## src/rtl/start_for_pe_srl_fifo_if.sv

```systemverilog
// start_for_pe_srl_fifo_if: producer/consumer handshake bundle of the start-token FIFO
interface start_for_pe_srl_fifo_if #(parameter int DATA_WIDTH = 1);
    logic                  if_full_n;
    logic                  if_write_ce;
    logic                  if_write;
    logic [DATA_WIDTH-1:0] if_din;
    logic                  if_empty_n;
    logic                  if_read_ce;
    logic                  if_read;
    logic [DATA_WIDTH-1:0] if_dout;
    modport master (input if_full_n, if_empty_n, if_dout, output if_write_ce, if_write, if_din, if_read_ce, if_read);
    modport slave (output if_full_n, if_empty_n, if_dout, input if_write_ce, if_write, if_din, if_read_ce, if_read);
endinterface

```

## src/rtl/start_for_pe_srl_fifo.sv

```systemverilog
// start_for_pe_srl_fifo: SRL-style start-token FIFO; newest token at index 0, head at cnt-1
module start_for_pe_srl_fifo #(
    parameter int DATA_WIDTH = 1,
    parameter int ADDR_WIDTH = 4,
    parameter int DEPTH      = 12
) (
    input logic                    clk,
    input logic                    reset,
    start_for_pe_srl_fifo_if.slave s
);
    if (DEPTH > 2 ** ADDR_WIDTH || DEPTH < 2) begin : g_bad_depth
        $error("start_for_pe_srl_fifo: DEPTH must be 2..2**ADDR_WIDTH");
    end
    localparam logic [ADDR_WIDTH:0] L_DEPTH = (ADDR_WIDTH + 1)'(DEPTH);
    logic [DEPTH-1:0][DATA_WIDTH-1:0] r_mem;
    logic [ADDR_WIDTH:0]              r_cnt;
    logic                             r_full_n;
    logic                             r_empty_n;
    logic                             w_push;
    logic                             w_pop;
    logic [ADDR_WIDTH-1:0]            w_addr;
    assign w_push = s.if_write & s.if_write_ce & r_full_n;
    assign w_pop  = s.if_read & s.if_read_ce & r_empty_n;
    assign w_addr = ADDR_WIDTH'(r_cnt - 1'b1);
    assign s.if_full_n  = r_full_n;
    assign s.if_empty_n = r_empty_n;
    assign s.if_dout    = r_mem[w_addr];
    // storage carries no reset; only the occupancy and flags do
    always_ff @(posedge clk) begin
        if (w_push && !reset) r_mem <= {r_mem[DEPTH-2:0], s.if_din};
    end
    always_ff @(posedge clk) begin
        if (reset) begin
            r_cnt     <= '0;
            r_empty_n <= 1'b0;
            r_full_n  <= 1'b1;
        end else if (w_push && !w_pop) begin
            r_cnt     <= r_cnt + 1'b1;
            r_empty_n <= 1'b1;
            r_full_n  <= (r_cnt + 1'b1) != L_DEPTH;
        end else if (w_pop && !w_push) begin
            r_cnt     <= r_cnt - 1'b1;
            r_full_n  <= 1'b1;
            r_empty_n <= r_cnt != 1;
        end
    end
endmodule

```

## src/flat_wrapper.sv

```systemverilog
// flat-port wrapper written by rule: the top's interface ports become plain ports
module start_for_pe_srl_fifo_flat 
#(
    parameter int DATA_WIDTH = 1,
    parameter int ADDR_WIDTH = 4,
    parameter int DEPTH      = 12
)
  (clk, reset, s_if_full_n, s_if_empty_n, s_if_dout, s_if_write_ce, s_if_write, s_if_din, s_if_read_ce, s_if_read);
  start_for_pe_srl_fifo_if #(.DATA_WIDTH(DATA_WIDTH)) s_i ();
  input logic clk;
  input logic reset;
  output wire logic [$bits(s_i.if_full_n)-1:0] s_if_full_n;
  output wire logic [$bits(s_i.if_empty_n)-1:0] s_if_empty_n;
  output wire logic [$bits(s_i.if_dout)-1:0] s_if_dout;
  input wire logic [$bits(s_i.if_write_ce)-1:0] s_if_write_ce;
  input wire logic [$bits(s_i.if_write)-1:0] s_if_write;
  input wire logic [$bits(s_i.if_din)-1:0] s_if_din;
  input wire logic [$bits(s_i.if_read_ce)-1:0] s_if_read_ce;
  input wire logic [$bits(s_i.if_read)-1:0] s_if_read;
  assign s_if_full_n = s_i.if_full_n;
  assign s_if_empty_n = s_i.if_empty_n;
  assign s_if_dout = s_i.if_dout;
  assign s_i.if_write_ce = s_if_write_ce;
  assign s_i.if_write = s_if_write;
  assign s_i.if_din = s_if_din;
  assign s_i.if_read_ce = s_if_read_ce;
  assign s_i.if_read = s_if_read;
  start_for_pe_srl_fifo #(.DATA_WIDTH(DATA_WIDTH), .ADDR_WIDTH(ADDR_WIDTH), .DEPTH(DEPTH)) u_core (.clk(clk), .reset(reset), .s(s_i));
endmodule
```

## config.mk

```make
export PLATFORM = sky130hd
export DESIGN_NAME = start_for_pe_srl_fifo_flat
export DESIGN_NICKNAME = d
export VERILOG_FILES = /design/src/rtl/start_for_pe_srl_fifo_if.sv /design/src/rtl/start_for_pe_srl_fifo.sv /design/src/flat_wrapper.sv
export SDC_FILE = /design/constraint.sdc
export NUM_CORES = 1
export LEC_CHECK = 0
export CORE_ASPECT_RATIO = 1.25
export CORE_UTILIZATION = 40
export CTS_BUF_LIST = sky130_fd_sc_hd__clkbuf_16
export DETAILED_ROUTE_END_ITERATION = 7
export GPL_TIMING_DRIVEN = 0
export PLACE_DENSITY = 0.59
export SLEW_MARGIN = 30
export SYNTH_ARGS = -nofsm -noshare
export SYNTH_HDL_FRONTEND = slang
export SYNTH_SLANG_ARGS = --single-unit
```

## constraint.sdc

```tcl
create_clock -name clk -period 1.64 [get_ports clk]
set_input_delay 0.246 -clock clk [delete_from_list [all_inputs] [get_ports clk]]
set_output_delay 0.246 -clock clk [all_outputs]
set_load 0.01 [all_outputs]
```

==> results of run 1 <==
==> cells in the mapped netlist <==
master and count:
sky130_fd_sc_hd__a21oi_1 3, sky130_fd_sc_hd__a21oi_2 2, sky130_fd_sc_hd__a31oi_1 1, sky130_fd_sc_hd__and3_1 1, sky130_fd_sc_hd__buf_2 3, sky130_fd_sc_hd__buf_6 2
sky130_fd_sc_hd__dfxtp_1 7, sky130_fd_sc_hd__edfxtp_1 12, sky130_fd_sc_hd__ha_1 5, sky130_fd_sc_hd__inv_1 3, sky130_fd_sc_hd__mux2i_1 2, sky130_fd_sc_hd__mux4_1 3
sky130_fd_sc_hd__nand3_1 4, sky130_fd_sc_hd__nand4_1 2, sky130_fd_sc_hd__nor2_1 6, sky130_fd_sc_hd__nor2b_1 2, sky130_fd_sc_hd__nor3_1 2, sky130_fd_sc_hd__nor4_1 1
sky130_fd_sc_hd__o21ai_0 2, sky130_fd_sc_hd__o21bai_1 1, sky130_fd_sc_hd__or3_1 1, sky130_fd_sc_hd__or4_4 1, sky130_fd_sc_hd__or4b_1 1, sky130_fd_sc_hd__xnor2_1 3
sky130_fd_sc_hd__xor2_1 5
==> worst max-delay path, stage by stage (launching register included) <==
cell	delay (ns)
sky130_fd_sc_hd__dfxtp_4	0.34
sky130_fd_sc_hd__buf_6	0.13
sky130_fd_sc_hd__inv_4	0.04
sky130_fd_sc_hd__ha_4	0.28
sky130_fd_sc_hd__mux4_2	0.30
sky130_fd_sc_hd__mux2i_1	0.14
sky130_fd_sc_hd__o21ai_1	0.08
sky130_fd_sc_hd__buf_2	0.14
==> layout by cell type, fill, tap and decap left out, types with 4 or more instances in the layout <==
| cell type | count |
|---|---|
| sky130_fd_sc_hd__clkdlybuf4s50_1 | 4 |
| sky130_fd_sc_hd__edfxtp_1 | 12 |
| sky130_fd_sc_hd__dlygate4sd2_1 | 4 |
| sky130_fd_sc_hd__nor2_1 | 6 |
| sky130_fd_sc_hd__buf_4 | 11 |
| sky130_fd_sc_hd__xor2_1 | 5 |
==> worst max-delay path by stage <==
stage | start | endpoint | slack [ns]
2_1_floorplan | u_core.s.if_full_n | u_core.r_cnt[4] | -0.07
3_3_place_gp | u_core.r_cnt[0] | s_if_dout | -0.61
3_5_place_dp | u_core.r_cnt[0] | s_if_dout | -0.62
4_1_cts | u_core.r_cnt[0] | s_if_dout | -0.33
5_1_grt | u_core.r_cnt[0] | s_if_dout | -0.35
6_report | u_core.r_cnt[0] | s_if_dout | -0.31
==> kinds of logic (layout without fill, tap and decap cells) <==
logic type | Yosys count | in the layout | synth area share, %
flops | 19 | 19 | 52.4
mux | 5 | 5 | 10.4
buf+inv | 8 | 32 | 5.11
fa+ha+maj | 5 | 5 | 6.55
compound gates | 9 | 9 | 5.90
simple gates | 21 | 21 | 12.3
xor+xnor | 8 | 8 | 7.34
==> state kept, by name, indices dropped and copies added (netlist names) <==
register / cells
u_core.s.if_empty_n: 1
u_core.r_mem: 12
u_core.s.if_full_n: 1
u_core.r_cnt: 5
==> per-layer routing <==
layer | wire [um] | GRT usage [%] | vias up
met5 | 0 | 0 | -
met4 | 79 | 10.9 | 0
met3 | 51 | 2.89 | 7
met2 | 951 | 26.9 | 12
met1 | 810 | 23.3 | 315
li1 | - | - | 322
==> power by group through the flow <==
stage          registers (uW)  logic [uW]  clock network, uW
2_1_floorplan             558         189                  0
3_3_place_gp              561         258                  0
3_5_place_dp              562         260                  0
4_1_cts                   552         305                526
5_1_grt                   551         368                546
6_report                  548         331                519
==> final cells by class <==
cell class / instances / area [um^2] / share of cell area (%)
buffer: 4 / 32.5 / 2.50
clock buffer: 3 / 75.1 / 5.77
clock inverter: 1 / 7.51 / 0.577
inverter: 3 / 13.8 / 1.06
multi-input combinational: 48 / 449 / 34.5
sequential: 19 / 510 / 39.2
tap: 31 / 38.8 / 2.98
timing repair buffer: 21 / 174 / 13.4
==> stage by stage <==
| stage | hold WS (ns) | power [uW] |
|---|---|---|
| 2_1_floorplan | 0.315 | 746 |
| 3_3_place_gp | 0.424 | 819 |
| 3_5_place_dp | 0.432 | 823 |
| 4_1_cts | 0.446 | 1380 |
| 5_1_grt | 0.473 | 1460 |
| 6_report | 0.445 | 1400 |
==> timing repair <==
action | in CTS | in global routing
buffers inserted | 6 | 6
resized for setup | 25 | 1
hold buffers | 0 | 0
endpoints found under the setup margin | 16 | 2
pin swaps | 8 | 7
==> Implementation_results.wiki, run 1 <==
{| class="wikitable"
! Metric !! Value
|-
| Power share of the clock group || 37.1%
|-
| Period utilisation layout || 119%
|-
| VDD IR-drop max || 0.000725 V
|-
| Minimum clock period after layout || 1.95 ns
|-
| Via-to-Cell Ratio || 5.05
|-
| Total negative slack || -0.307 ns
|-
| Die footprint || 0.00259 mm^2
|-
| Upper clock frequency limit || 0.514 GHz
|-
| Endpoint required time on the critical path || 1.39 ns
|-
| Number of warnings printed during yosys synthesis || 0
|-
| Worst Hold Path EP || u_core.r_mem[5]
|-
| DRC || 0
|-
| Cell row count || 19
|-
| Total routing usage reported by global routing || 17.9%
|-
| Classification of the worst setup path || flip-flop to output pin
|-
| Layout cell share with drive strength beyond 1 || a little under two fifths
|-
| Die height || 56.6 um
|-
| Post-placement cell count || between 100 and 150
|-
| Endpoint of the worst-slack reg-to-reg timing path || u_core.r_cnt[4]
|-
| Die width || about 46 um
|-
| Power density normalized to cell area || 1070 mW/mm^2
|-
| Core occupancy in the finished layout || 58.2%
|-
| Violations in the final reports || setup timing
|-
| Ranking of synthesized cells by area || sky130_fd_sc_hd__edfxtp_1 38%, sky130_fd_sc_hd__dfxtp_1 15%, sky130_fd_sc_hd__mux4_1 8.3%
|-
| Run status || finished, violations left
|-
| DP Worst Slack || -0.621 ns
|-
| Floorplan Core Area || about 0.0022 mm^2
|-
| Endpoints failing setup || 1
|-
| Worst r2r src || u_core.s.if_full_n
|-
| R2r setup slk || 0.05 ns
|-
| Clock latency reported for the late side of the worst-skew pair || roughly 0.25 ns
|-
| Gate count of the mapped netlist || 75
|-
| Hold Path Depth || 0
|-
| Clk buf depth || 2
|-
| Maximum level of the CTS H-tree || 1
|-
| Cell count of the worst reg-to-reg path || 6
|-
| Cell area after placement || between 0.001 and 0.0015 mm^2
|-
| Average wire per cell in the routed design || 14.5 um
|-
| Clk_skew || 0.00599 ns
|-
| IO Pins || 10
|-
| Congestion Overflow GR || 0
|-
| Leak || 0.000498 uW
|-
| Setup repair after global routing missed its margin || yes
|-
| Number of synthesized register bits || 19
|-
| Int Pwr || 1050 uW
|-
| Number of distinct library cells after synthesis || 25
|-
| Number of global-route vias before repair || 647
|-
| Number of antenna diodes || 0
|-
| Total count of max-transition violations in the final report || 0
|-
| Initial Util || 42.7%
|-
| Sequential share of the synthesized area || ~52%
|-
| Worst-path clk slew || 0.06 ns
|-
| TritonCTS Sinks || 19
|-
| Kind of end point of the critical path || output pin
|-
| Critical path peak fanout || 6
|-
| Worst hold path type || flip-flop to flip-flop
|-
| Relative slew slack || 61.5%
|-
| Post-layout net count || 112
|-
| Area of all placed cells without fillers || 0.00130 mm^2
|-
| Signal arrival time at the worst endpoint || approximately 1.7 ns
|-
| Routability-driven placement congestion ratio || 0.743
|-
| Antenna violations before repair || 0
|-
| Average footprint of a synthesized cell || between 10 and 15 um^2
|-
| Number of clock buffers inserted by TritonCTS || 3
|-
| Syn Std Cell Area || 955 um^2
|-
| Final HPWL from detailed placement || 1160 um
|-
| Count of port buffers added during placement || 9
|-
| Total Routed Length || 1890 um
|-
| Transition time at the pin with the least slew margin || 0.575 ns
|-
| Syn nets || 87
|-
| Fin worst setup slack || -0.307 ns
|-
| Share of power burned in registers || 39.2%
|-
| Global-route wire length before repair || 3190 um
|-
| Drt first-iter violations || 22
|-
| Switch Pwr || 350 uW
|-
| Vias || 656
|-
| Min-delay src || u_core.r_mem[4]
|-
| Post-route insts no fill || between 100 and 150
|-
| Yosys top cell area share || 37.7%
|-
| Clock tree from TritonCTS || built
|-
| Number of violations of the max-capacitance limit || 0
|-
| Final hold violation count || 0
|-
| Pin count of the biggest net entering global routing || 13
|-
| Worst Setup Start Kind || flip-flop
|-
| Number of inserted filler cells in the final layout || 212
|-
| Largest area contributor in the synthesized netlist || sky130_fd_sc_hd__edfxtp_1
|-
| Antenna-violating nets left || 0
|-
| Area added between synthesis and finish || 36.3%
|-
| First-pass detailed-route iteration total || 4
|-
| Sw Ratio || 25.0%
|-
| Combinational cell fraction of total power || 23.7%
|-
| Clock Tree Root || sky130_fd_sc_hd__clkbuf_16
|}
Power figures use the tool's default switching activity.
==> run 2, diff against run 1 <==
==> constraint.sdc (replaced) <==
create_clock -name clk -period 1.64 [get_ports clk]
set_input_delay 0.328 -clock clk [delete_from_list [all_inputs] [get_ports clk]]
set_output_delay 0.328 -clock clk [all_outputs]
set_load 0.01 [all_outputs]
==> Implementation_results.wiki, run 2 (synthesized netlist as in run 1, its figures left out) <==
{| class="wikitable"
! Metric !! Value
|-
| Final HPWL from detailed placement || 1070 um
|-
| Die height || 56.6 um
|-
| Largest register FFs || 12
|-
| First-pass detailed-route iteration total || 4
|-
| Worst-path clk slew || approximately 0.05 ns
|-
| Number of inserted filler cells in the final layout || 206
|-
| Total count of max-transition violations in the final report || 0
|-
| Total Routed Length || between 1500 and 2000 um
|-
| Transition time at the pin with the least slew margin || 0.579 ns
|-
| Antenna violations before repair || 0
|-
| Final hold violation count || 0
|-
| Period utilisation layout || 123%
|-
| Cell count of the worst reg-to-reg path || 6
|-
| Minimum clock period after layout || 2.02 ns
|-
| Hold Path Depth || 0
|-
| Slowest cell on the critical path || sky130_fd_sc_hd__mux4_1
|-
| Congestion Overflow GR || 0
|-
| Leak || between 0.0004 and 0.0005 uW
|-
| Clock latency reported for the late side of the worst-skew pair || 0.25 ns
|-
| Global-route wire length before repair || 2750 um
|-
| Clk_skew || 0.00137 ns
|-
| Endpoints failing setup || 1
|-
| Number of antenna diodes || 0
|-
| Signal arrival time at the worst endpoint || 1.70 ns
|-
| Series of cell instances along the critical path || buf_6, buf_4, mux4_1, nand3_1, o21ai_1, buf_2
|-
| Floorplan Core Area || 0.00223 mm^2
|-
| Area occupied by registers || between 500 and 600 um^2
|-
| Number of clock buffers inserted by TritonCTS || 3
|-
| Largest register by flop count || u_core.r_mem
|-
| Worst hold path type || flip-flop to flip-flop
|-
| Via-to-Cell Ratio || 5.07
|-
| Fin worst setup slack || -0.383 ns
|-
| Violations in the final reports || setup timing
|-
| Endpoint required time on the critical path || 1.31 ns
|-
| Relative slew slack || 61.3%
|-
| Max incr delay on CP || 0.56 ns
|-
| Classification of the worst setup path || flip-flop to output pin
|-
| Area added between synthesis and finish || 31.7%
|-
| Pin count of the biggest net entering global routing || 13
|-
| TritonCTS Sinks || 19
|-
| Count of port buffers added during placement || 9
|-
| VDD IR-drop max || 0.000825 V
|-
| Critical path peak fanout || 7
|-
| Average wire per cell in the routed design || 14.0 um
|-
| Maximum level of the CTS H-tree || 1
|-
| IO Pins || 10
|-
| Clock tree from TritonCTS || built
|-
| Cell row count || 19
|-
| Post-layout net count || 108
|-
| Number of violations of the max-capacitance limit || 0
|-
| Top flop regs || u_core.r_mem x12, u_core.r_cnt x5
|-
| Number of hold buffers added after cts || 0
|-
| Power density normalized to cell area || roughly 1100 mW/mm^2
|-
| Antenna-violating nets left || 0
|-
| Commonest non-fill, non-tap cells in the layout || 12 x sky130_fd_sc_hd__edfxtp_1, 8 x sky130_fd_sc_hd__buf_4, 6 x sky130_fd_sc_hd__nor2_1
|-
| Number of global-route vias before repair || 607
|-
| Clk buf depth || 2
|-
| Kind of end point of the critical path || output pin
|-
| Core occupancy in the finished layout || 56.3%
|-
| Die footprint || 0.00259 mm^2
|-
| Initial Util || 42.7%
|-
| Worst Setup Start Kind || flip-flop
|-
| Upper clock frequency limit || 0.494 GHz
|-
| Multi-input gate area in the final layout || 443 um^2
|-
| Total routing usage reported by global routing || 15.2%
|-
| Post-route insts no fill || 126
|-
| Die width || between 40 and 50 um
|-
| Total negative slack || -0.383 ns
|-
| DP Worst Slack || -0.653 ns
|-
| Layout cell share with drive strength beyond 1 || 33.7%
|-
| Setup repair after global routing missed its margin || yes
|-
| Clock Tree Root || sky130_fd_sc_hd__clkbuf_16
|-
| Routability-driven placement congestion ratio || 0.768
|-
| Drt first-iter violations || 9
|-
| Vias || 639
|-
| Most common library cell in the layout ignoring fill and taps || sky130_fd_sc_hd__edfxtp_1
|-
| DRC || 0
|-
| Run status || finished, violations left
|-
| Post-placement cell count || 115
|}
## run 2: changes by cell type in the layout (fill, tap and decap cells not counted)
| cell | change |
|---|---|
| sky130_fd_sc_hd__buf_4 | -3 |
| sky130_fd_sc_hd__buf_6 | -1 |
| sky130_fd_sc_hd__clkdlybuf4s15_1 | +1 |
| sky130_fd_sc_hd__clkinv_2 | +1 |
| sky130_fd_sc_hd__clkinvlp_4 | -1 |
| sky130_fd_sc_hd__dfxtp_2 | +1 |
| sky130_fd_sc_hd__dfxtp_4 | -1 |
| sky130_fd_sc_hd__dlygate4sd2_1 | -1 |
| sky130_fd_sc_hd__nor4_1 | +1 |
| sky130_fd_sc_hd__nor4_2 | -1 |
## run 2: path summary, 6_finish.rpt
kind | start | end | slack [ns]
min | u_core.r_mem[6] | u_core.r_mem[7] | 0.45
max reg2reg | u_core.s.if_full_n | u_core.r_cnt[4] | 0.04
max | u_core.r_cnt[0] | s_if_dout | -0.38
min reg2reg | u_core.r_mem[6] | u_core.r_mem[7] | 0.45
## run 2: what timing repair did
item / CTS / global route
cloned: 0 / 0
setup endpoints to repair: 16 / 2
buffers inserted: 7 / 1
pin swaps: 8 / 6
gates resized for setup: 18 / 1
## run 2: area by class of cell
class / instances / area share (%)
Buffer: 4 / 2.59
Clock buffer: 3 / 5.97
Clock inverter: 1 / 0.398
Inverter: 3 / 1.09
Multi-Input combinational cell: 48 / 35.2
Sequential cell: 19 / 40.4
Tap cell: 31 / 3.08
Timing Repair Buffer: 17 / 11.2
## run 2: power by group
group	internal [uW]	total, uW	switching (uW)
combinational	172	312	140
sequential	534	551	17.7
clock	327	505	178
## run 2: critical path, delay by kind of cell (launching register included)
family | cells | cell delay (ns)
AO/OA/AOI/OAI | 1 | 0.07
buffers and inverters | 3 | 0.40
AND/OR/NAND/NOR | 1 | 0.08
flip-flops | 1 | 0.33
multiplexers | 1 | 0.56
## run 2: routing by layer
layer / track usage, % / up-vias / wire length, um
met4: 9.66 / 0 / 31
met1: 18.5 / 318 / 774
met5: 0 / - / 0
li1: - / 312 / -
met2: 23.7 / 5 / 925
met3: 3.22 / 4 / 34
## run 2: stage by stage
stage / instance area (um^2) / hold slack [ns] / total power, uW
after floorplan: 985 / 0.393 / 753
after global placement: 1110 / 0.432 / 828
after detailed placement: 1110 / 0.425 / 829
after CTS: 1250 / 0.448 / 1380
after global routing: 1260 / 0.458 / 1430
final: 1260 / 0.445 / 1370
==> run 3, diff against run 2 <==
--- a/config.mk
+++ b/config.mk
@@ -5,7 +5,7 @@
 export SDC_FILE = /design/constraint.sdc
 export NUM_CORES = 1
 export LEC_CHECK = 0
-export CORE_ASPECT_RATIO = 1.25
+export CORE_ASPECT_RATIO = 1.2
 export CORE_UTILIZATION = 40
 export CTS_BUF_LIST = sky130_fd_sc_hd__clkbuf_16
 export DETAILED_ROUTE_END_ITERATION = 7
==> Implementation_results.wiki, run 3 (synthesized netlist as in run 1, its figures left out) <==
{| class="wikitable"
! Metric !! Value
|-
| Max incr delay on CP || 0.39 ns
|-
| Buffers plus inverters on the worst setup path || 2
|-
| Violations in the final reports || setup timing
|-
| Final hold violation count || 0
|-
| Min-delay src || u_core.r_mem[6]
|-
| Worst Hold Path EP || u_core.r_mem[7]
|-
| Hold Path Depth || 0
|-
| R2r setup slk || 0.06 ns
|-
| Setup repair after global routing missed its margin || yes
|-
| Endpoints failing setup || 1
|-
| Number of violations of the max-capacitance limit || 0
|-
| DRC || 0
|-
| Routability-driven placement congestion ratio || between 0.6 and 0.7
|-
| Relative slew slack || 74.6%
|-
| Antenna violations before repair || 0
|-
| Slowest cell on the critical path || sky130_fd_sc_hd__dfxtp_4
|-
| Number of clock buffers inserted by TritonCTS || 3
|-
| Worst Setup Start Kind || flip-flop
|-
| Worst hold path type || flip-flop to flip-flop
|-
| Commonest non-fill, non-tap cells in the layout || 12 x sky130_fd_sc_hd__edfxtp_1, 10 x sky130_fd_sc_hd__buf_4, 6 x sky130_fd_sc_hd__nor2_1
|-
| Total negative slack || -0.336 ns
|-
| Via-to-Cell Ratio || 4.98
|-
| Period utilisation layout || 120%
|-
| Maximum level of the CTS H-tree || 1
|-
| Clk_skew || ~0.0022 ns
|-
| Floorplan Core Area || 0.00228 mm^2
|-
| Die footprint || 0.00259 mm^2
|-
| Global-route wire length before repair || 2820 um
|-
| Antenna-violating nets left || 0
|-
| Drt first-iter violations || 7
|-
| Congestion Overflow GR || 0
|-
| Area added between synthesis and finish || 32.2%
|-
| Clk buf depth || 2
|-
| Total Routed Length || 1770 um
|-
| Clock latency reported for the late side of the worst-skew pair || 0.25 ns
|-
| Share of power burned in registers || 40.9%
|-
| IO Pins || 10
|-
| Minimum clock period after layout || ~2.0 ns
|-
| Sw Ratio || roughly a quarter
|-
| Largest register FFs || 12
|-
| Classification of the worst setup path || flip-flop to output pin
|-
| Upper clock frequency limit || 0.506 GHz
|-
| Run status || finished, violations left
|-
| VDD IR-drop max || 0.000776 V
|-
| Power share of the clock group || 36.0%
|-
| Power density normalized to cell area || 1070 mW/mm^2
|-
| TritonCTS Sinks || 19
|-
| Clock Tree Root || sky130_fd_sc_hd__clkbuf_16
|-
| Worst r2r src || u_core.s.if_full_n
|-
| Critical path peak fanout || 7
|-
| Count of port buffers added during placement || 9
|-
| CP top delay family || multiplexers
|-
| Series of cell instances along the critical path || inv_4, ha_4, mux4_2, mux2i_1, o21ai_1, buf_2
|-
| Cell count of the worst reg-to-reg path || 6
|-
| Final HPWL from detailed placement || 1200 um
|-
| Total routing usage reported by global routing || 16.3%
|-
| Vias || 633
|-
| Average wire per cell in the routed design || 13.9 um
|-
| Launch point of the critical path || u_core.r_cnt[0]
|-
| Transition time at the pin with the least slew margin || roughly 0.38 ns
|-
| Post-layout net count || 109
|-
| Number of global-route vias before repair || slightly above 600
|-
| Endpoint of the worst-slack reg-to-reg timing path || u_core.r_cnt[4]
|-
| Top flop regs || u_core.r_mem x12, u_core.r_cnt x5
|-
| Layout cell share with drive strength beyond 1 || 34.4%
|-
| Die height || 55.5 um
|-
| Cell row count || 19
|-
| Initial Util || 41.8%
|-
| Fin worst setup slack || -0.336 ns
|-
| Number of hold buffers added after cts || 0
|-
| Leak || between 0.0004 and 0.0005 uW
|-
| Switch Pwr || 319 uW
|-
| DP Worst Slack || -0.657 ns
|-
| Total count of max-transition violations in the final report || 0
|-
| Largest register by flop count || u_core.r_mem
|-
| Die width || 46.6 um
|-
| Most common library cell in the layout ignoring fill and taps || sky130_fd_sc_hd__edfxtp_1
|-
| Signal arrival time at the worst endpoint || 1.65 ns
|-
| Combinational cell fraction of total power || 23.1%
|-
| Pin count of the biggest net entering global routing || 13
|-
| First-pass detailed-route iteration total || 2
|-
| Clock tree from TritonCTS || built
|-
| Endpoint required time on the critical path || 1.31 ns
|-
| Total power draw || 1350 uW
|-
| Int Pwr || 1030 uW
|-
| Kind of end point of the critical path || output pin
|-
| Number of antenna diodes || 0
|-
| Worst-path clk slew || roughly 0.05 ns
|}
## run 3: changes by cell type in the layout (fill, tap and decap cells not counted), sizes merged
cell | previous run | this run
clkdlybuf4s15 | 1 | 0
dlygate4sd2 | 3 | 4
buf | 13 | 14
clkinv | 1 | 0
inv | 3 | 4
## run 3: area by class of cell
type / instances / area, um^2
repair buffers: 19 / 155
inverters: 3 / 13.8
fillers: 209 / 1020
multi-input cells: 48 / 444
well taps: 31 / 38.8
clock buffers: 3 / 75.1
flip-flops and latches: 19 / 510
clock inverters: 1 / 3.75
plain buffers: 3 / 21.3
## run 3: metrics by stage
stage | hold WS (ns) | util, % | std cells | cell area [um^2]
2_1_floorplan | 0.393 | - | 75 | 985
3_3_place_gp | 0.426 | 48.8 | 115 | 1110
3_5_place_dp | 0.434 | 48.8 | 115 | 1110
4_1_cts | 0.452 | 54.8 | 126 | 1250
5_1_grt | 0.463 | 55.3 | 127 | 1260
6_report | 0.451 | 55.3 | 127 | 1260
## run 3: how the worst max path moves through the flow
| stage | depth (start not counted) | endpoint | slack (ns) |
|---|---|---|---|
| 6_report | 6 | s_if_dout | -0.34 |
| 5_1_grt | 6 | s_if_dout | -0.42 |
| 4_1_cts | 7 | s_if_dout | -0.41 |
| 3_5_place_dp | 6 | s_if_dout | -0.66 |
| 3_3_place_gp | 6 | s_if_dout | -0.62 |
| 2_1_floorplan | 6 | s_if_dout | -0.04 |
## run 3: per-layer routing
metal  vias to the layer above  part of all wire (%)  GRT usage, %
met5                         -                     0             0
met4                         0                   2.9          11.3
met3                         5                   2.4          2.94
met2                         9                    53          25.4
met1                       301                    42          19.4
li1                        318                     -             -
## run 3: what timing repair did
action / 4_1_cts / 5_1_grt
gates resized for setup: 15 / 6
endpoints found under the setup margin: 16 / 14
pin swaps: 8 / 7
setup buffers: 8 / 2
## run 3: power by group through the flow
| stage | Clock (uW) | Combinational (uW) | Sequential [uW] |
|---|---|---|---|
| finish | 487 | 312 | 554 |
| floorplan | 0 | 194 | 559 |
| CTS | 502 | 312 | 547 |
| global placement | 0 | 265 | 562 |
| detailed placement | 0 | 270 | 562 |
| global route | 508 | 345 | 557 |
